--- src/rtl/img_sram_ctrl.sv ---
// img_sram_ctrl: sequences read/write/burst requests onto the image SRAM pins and
// buffers read data on a backpressured response stream.
module img_sram_ctrl #(
    parameter int DATA_W    = 8,
    parameter int ROW_W     = 8,
    parameter int COL_W     = 8,
    parameter int LEN_W     = 16,
    parameter int RSP_DEPTH = 2
) (
    input  logic              clk,
    input  logic              rst_n,
    input  logic              req_valid,
    output logic              req_ready,
    input  logic [1:0]        req_op,
    input  logic [ROW_W-1:0]  req_row,
    input  logic [COL_W-1:0]  req_col,
    input  logic [DATA_W-1:0] req_wdata,
    input  logic [LEN_W-1:0]  req_len,
    output logic              rsp_valid,
    input  logic              rsp_ready,
    output logic [DATA_W-1:0] rsp_data,
    output logic              rsp_last,
    output logic              sram_write_en,
    output logic              sram_sense_en,
    output logic [ROW_W-1:0]  sram_row,
    output logic [COL_W-1:0]  sram_col,
    output logic [DATA_W-1:0] sram_din,
    input  logic [DATA_W-1:0] sram_dout,
    output logic              busy
);
    localparam int ADDR_W = ROW_W + COL_W;
    localparam int PTR_W  = RSP_DEPTH > 1 ? $clog2(RSP_DEPTH) : 1;
    localparam int CNT_W  = $clog2(RSP_DEPTH + 1);
    localparam int OCC_W  = CNT_W + 1;
    localparam logic [1:0] OP_RD    = 2'b00;
    localparam logic [1:0] OP_WR    = 2'b01;
    localparam logic [1:0] OP_BURST = 2'b10;

    typedef enum logic {IDLE, BURST} state_t;

    state_t              state, state_nxt;
    logic                rdy_en;
    logic                inflight, inflight_last;
    logic [CNT_W-1:0]    count;
    logic [OCC_W-1:0]    occ;
    logic [PTR_W-1:0]    rd_ptr, wr_ptr;
    logic [DATA_W-1:0]   buf_data [RSP_DEPTH];
    logic [RSP_DEPTH-1:0] buf_last;
    logic [LEN_W-1:0]    remaining;
    logic [ROW_W-1:0]    cur_row;
    logic [COL_W-1:0]    cur_col;
    logic [ADDR_W-1:0]   rd_addr;
    logic                pop, can_issue, acc, burst_issue, burst_end;
    logic                issue_rd, issue_wr, issue_last;

    function automatic logic [PTR_W-1:0] nxt_ptr(input logic [PTR_W-1:0] p);
        return (p == PTR_W'(RSP_DEPTH - 1)) ? '0 : p + 1'b1;
    endfunction

    always_comb begin
        rsp_valid   = count != '0;
        pop         = rsp_valid & rsp_ready;
        // occupancy the buffer will have once this cycle's capture/pop settle
        occ         = OCC_W'(count) + OCC_W'(inflight) - OCC_W'(pop);
        can_issue   = occ < OCC_W'(RSP_DEPTH);
        req_ready   = rdy_en & (state == IDLE) & can_issue;
        acc         = req_valid & req_ready;
        burst_issue = (state == BURST) & can_issue;
        burst_end   = remaining == LEN_W'(1);
        issue_wr    = acc & (req_op == OP_WR);
        issue_rd    = (acc & (req_op == OP_RD || req_op == OP_BURST)) | burst_issue;
        issue_last  = (state == BURST) ? burst_end : (req_op == OP_RD || req_len == '0);
        rd_addr     = (state == BURST) ? {cur_row, cur_col} : {req_row, req_col};
        state_nxt   = state;
        if (acc && req_op == OP_BURST && req_len != '0)
            state_nxt = BURST;
        if (burst_issue && burst_end)
            state_nxt = IDLE;
    end

    always_ff @(posedge clk) begin
        if (!rst_n)
            state <= IDLE;
        else
            state <= state_nxt;
    end

    always_ff @(posedge clk) begin
        if (!rst_n) begin
            rdy_en        <= 1'b0;
            inflight      <= 1'b0;
            inflight_last <= 1'b0;
            count         <= '0;
            rd_ptr        <= '0;
            wr_ptr        <= '0;
            buf_last      <= '0;
            remaining     <= '0;
            cur_row       <= '0;
            cur_col       <= '0;
            sram_write_en <= 1'b0;
            sram_sense_en <= 1'b1;
            sram_row      <= '0;
            sram_col      <= '0;
            sram_din      <= '0;
            for (int i = 0; i < RSP_DEPTH; i++)
                buf_data[i] <= '0;
        end else begin
            rdy_en        <= 1'b1;
            inflight      <= issue_rd;
            inflight_last <= issue_last;
            sram_write_en <= issue_wr;
            sram_sense_en <= ~issue_rd;
            if (issue_wr) begin
                sram_row <= req_row;
                sram_col <= req_col;
                sram_din <= req_wdata;
            end else if (issue_rd) begin
                sram_row <= rd_addr[ADDR_W-1:COL_W];
                sram_col <= rd_addr[COL_W-1:0];
            end
            // row-major advance; the concatenated increment wraps col into row and row to 0
            if (issue_rd)
                {cur_row, cur_col} <= rd_addr + ADDR_W'(1);
            if (acc && req_op == OP_BURST)
                remaining <= req_len;
            else if (burst_issue)
                remaining <= remaining - 1'b1;
            if (inflight) begin
                buf_data[wr_ptr] <= sram_dout;
                buf_last[wr_ptr] <= inflight_last;
                wr_ptr           <= nxt_ptr(wr_ptr);
            end
            if (pop)
                rd_ptr <= nxt_ptr(rd_ptr);
            count <= count + CNT_W'(inflight) - CNT_W'(pop);
        end
    end

    assign rsp_data = buf_data[rd_ptr];
    assign rsp_last = buf_last[rd_ptr];
    assign busy     = (state == BURST) | inflight | rsp_valid;
endmodule

--- config.mk ---
export PLATFORM = sky130hd
export DESIGN_NAME = img_sram_ctrl
export DESIGN_NICKNAME = d
export VERILOG_FILES = /design/src/rtl/img_sram_ctrl.sv
export SDC_FILE = /design/constraint.sdc
export NUM_CORES = 1
export LEC_CHECK = 0
export ABC_AREA = 1
export CAP_MARGIN = 10
export CORE_UTILIZATION = 47
export CTS_BUF_LIST = sky130_fd_sc_hd__clkbuf_8 sky130_fd_sc_hd__clkbuf_16
export CTS_CLUSTER_DIAMETER = 100
export CTS_CLUSTER_SIZE = 25
export DETAILED_ROUTE_END_ITERATION = 6
export PLACE_DENSITY = 0.88
export SYNTH_ARGS = -nofsm -noshare
export SYNTH_HDL_FRONTEND = slang
export SYNTH_SLANG_ARGS = --single-unit
export TNS_END_PERCENT = 30
--- constraint.sdc ---
create_clock -name clk -period 3 [get_ports clk]
set_clock_uncertainty 0.2 [all_clocks]
set_input_delay 0.6 -clock clk [delete_from_list [all_inputs] [get_ports clk]]
set_output_delay 0.6 -clock clk [all_outputs]
set_load 0.02 [all_outputs]
==> impl_metrics.yaml <==
place:
  dp_slack_ns: -0.817
  io_buffers: 91
  hpwl_um: 8720
  gp_congestion: 0.942
floorplanning:
  die-area_um2: 10100
  die_w_um: 101
  rows: 35
  die_height_um: 101
  core-area_um2: 9330
  initial_core_util: 0.490
  io_pins: 92
setup_path:
  required_ns: 2.20
  slowest_delay_ns: 0.45
  path_max_fanout: 2
  cp_common_cell: "inv_2"
  cp_cell_sequence: "nor2_4 -> inv_2 -> nand2_2 -> inv_2 -> ha_4 -> inv_2 -> ha_4 -> fa_2 -> inv_2 -> nand3_4 -> nor2_4 -> buf_6"
  cp.arrival_ns: 2.41
  cp_slowest_cell: "fa_2"
  cp-start-kind: "register"
  end_kind: "primary output"
  rrSetupSlack_ns: -0.13
  crit_type: "reg -> out"
clocking:
  cts_tree: "yes"
  cts_buffers: 9
  clk_pin_slew_ns: 0.10
  h-tree-depth: 3
  insertion_delay_ns: 0.36
  clock_sinks: 85
  cts-hold-fix-buffers: 0
  cts-root-buf: "clkbuf_8"
  clock_path_buffers: 2
logic_synthesis:
  synth.avg_cell_area_um2: 7.20
  synth_top_family_by_area: "simple AND/OR/NAND/NOR gates"
  synthAdderAreaFrac: 0.0181
  synth-edff-count: 16
  ys.flop_type: "dfxtp_1"
  synthXorXnorAreaFrac: 0.0230
  synth_compound_area_frac: 0.0698
  yosys_warnings: 0
  synth.area.mux_share: 0.0197
  synthSimpleGateAreaFrac: 0.370
  ys_async_sr_fraction: 0
  synth_fp_nets: 695
  ys_ff_latch: 85
  ys_seq_area_frac: 0.407
  synthesis.area_um2: 4570
  syn_inst: 635
  synth_cell_type_count: 39
global_routing:
  grtUsageTotal: 0.266
  grt_pass1_vias: 4628
  grt_pass1_wl_um: 21100
  grt_max_degree: 24
  overflow: 0
  antenna_found_initial: 0
finish:
  synthToLayoutAreaGrowth_pct: 39.6
  drive_above_1_share: 0.205
  diodes: 0
  fin_nets: 829
timing:
  timing.final.crit_share: 1.07
  fin_tns_setup_ns: -3.69
  fin_crit_ns: 3.21
  finalHoldViolations: 0
  finalSetupViolCount: 51
  setup_ws_ns: -0.212
  worst_pin_slew_ns: 0.501
  rsz0062_at_grt: "yes"
  relSlewSlack: 0.662
  fmax_mhz: 311
  timing.final.max_slew_violations: 0
route:
  routed_via_density: 5.14
  drt_iter0_drc: 243
  vias: 4644
  dr.pass1.iters: 4
  drt_wl_total_um: 13300
  ant_nets: 0
  wl_per_cell_um: 14.7
  remaining_drc_errors: 0
min_path:
  hold_class: "reg -> reg"
run:
  cap_violations: 0
pwr:
  ir_worst_vdd_mv: 0.415
  power_density_nw_per_um2: 788
  cellLeakagePower_nw: 2.82
  total_power_mw: 5.02
status:
  violations: "negative setup slack"
  run_status: "complete, but fails checks"
-- worst paths after layout --
| kind | depth (start not counted) | to | start |
|---|---|---|---|
| min reg2reg | 2 | sram_din[6]$_SDFFE_PN0P_ | sram_din[6]$_SDFFE_PN0P_ |
| min | 2 | sram_din[6]$_SDFFE_PN0P_ | sram_din[6]$_SDFFE_PN0P_ |
| max reg2reg | 18 | cur_row[0]$_SDFFE_PN0P_ | count[1]$_SDFF_PN0_ |
| max | 12 | req_ready | count[1]$_SDFF_PN0_ |
-- worst max-delay path, delay by kind of cell (launching register included) --
kind | cells | cell delay, ns
buf+inv | 5 | 0.39
flops | 1 | 0.35
simple gates | 4 | 0.44
fa+ha+maj | 3 | 0.87
-- layout by cell type, fill, tap and decap left out, types with 8 or more instances in the layout --
cell type and n:
nand2_1 178, clkdlybuf4s50_1 89, nor2_1 67, dfxtp_1 67
inv_1 64, nand3_1 59, buf_4 44, nand2_2 20
o21ai_0 19, a21oi_1 16, edfxtp_1 16, a21oi_2 13
clkbuf_8 9, inv_2 8, mux2_2 8
-- cell type report --
type	count	area [um^2]
timing repair inverter	1	6.26
multi-input combinational	452	2470
fill	712	2950
clock buffer	9	124
clock inverter	7	73.8
timing repair buffer	142	1350
sequential	85	1860
inverter	78	320
tap	129	161
-- through the flow --
step,cells,area [um^2],utilization,hold WS [ns]
floorplan,635,4570,-,0.219
global placement,863,5750,0.617,0.231
detailed placement,863,5750,0.617,0.234
CTS,901,6230,0.668,0.250
global route,903,6380,0.684,0.278
finish,903,6380,0.684,0.251
-- logic make-up after synthesis --
group | after synthesis
buffers and inverters | 98
AO/OA/AOI/OAI | 60
XOR/XNOR | 12
flip-flops | 85
AND/OR/NAND/NOR | 366
adder cells (fa/ha/maj) | 6
multiplexers | 8
-- power by group --
part | leakage, nW | internal, mW | total (mW) | switching [mW]
sequential | 0.727 | 1.36 | 1.52 | 0.156
combinational | 1.99 | 1.20 | 2.70 | 1.49
clock | 0.101 | 0.329 | 0.808 | 0.480
-- cell usage after synthesis (3+ instances only) --
cell | n | area share
nand2_1 | 187 | 0.15
inv_1 | 70 | 0.058
dfxtp_1 | 69 | 0.30
nor2_1 | 69 | 0.057
nand3_1 | 60 | 0.066
a21oi_1 | 29 | 0.032
o21ai_0 | 23 | 0.025
edfxtp_1 | 16 | 0.11
nand2_2 | 12 | 0.016
clkbuf_1 | 9 | 0.0074
mux2_2 | 8 | 0.020
xor2_1 | 7 | 0.013
nand4_1 | 6 | 0.0082
buf_6 | 5 | 0.012
ha_1 | 5 | 0.014
inv_2 | 5 | 0.0041
nand3b_1 | 5 | 0.0082
xnor2_1 | 5 | 0.0096
nand2_4 | 4 | 0.0099
nor2_2 | 4 | 0.0055
nor2_4 | 4 | 0.0099
nor3_1 | 4 | 0.0044
o21ai_1 | 4 | 0.0044
nand3_2 | 3 | 0.0066
-- sequential cells by signal, indices dropped and copies added (netlist names), named ones only --
name           count
state              1
wr_ptr             1
sram_sense_en      1
sram_din           8
buf_last           2
count              2
inflight           1
rdy_en             1
remaining         16
cur_row            8
sram_row           8
rd_ptr             1
cur_col            8
inflight_last      1
buf_data          16
sram_col           8
sram_write_en      1
-- layer usage --
layer | up-vias | wire length, um | global-route usage
met2 | 194 | 6810 | 0.470
met4 | 0 | 436 | 0.140
met3 | 37 | 814 | 0.0596
met5 | - | 0 | 0
li1 | 2280 | - | -
met1 | 2133 | 5200 | 0.297
-- what timing repair did --
item	in CTS	in global routing
pin swaps	18	19
setup buffers	20	2
resized for setup	38	36
setup endpoints to repair	59	62
hold endpoints to repair	0	0
gates cloned	2	0
(Power assumes the default switching activity.)
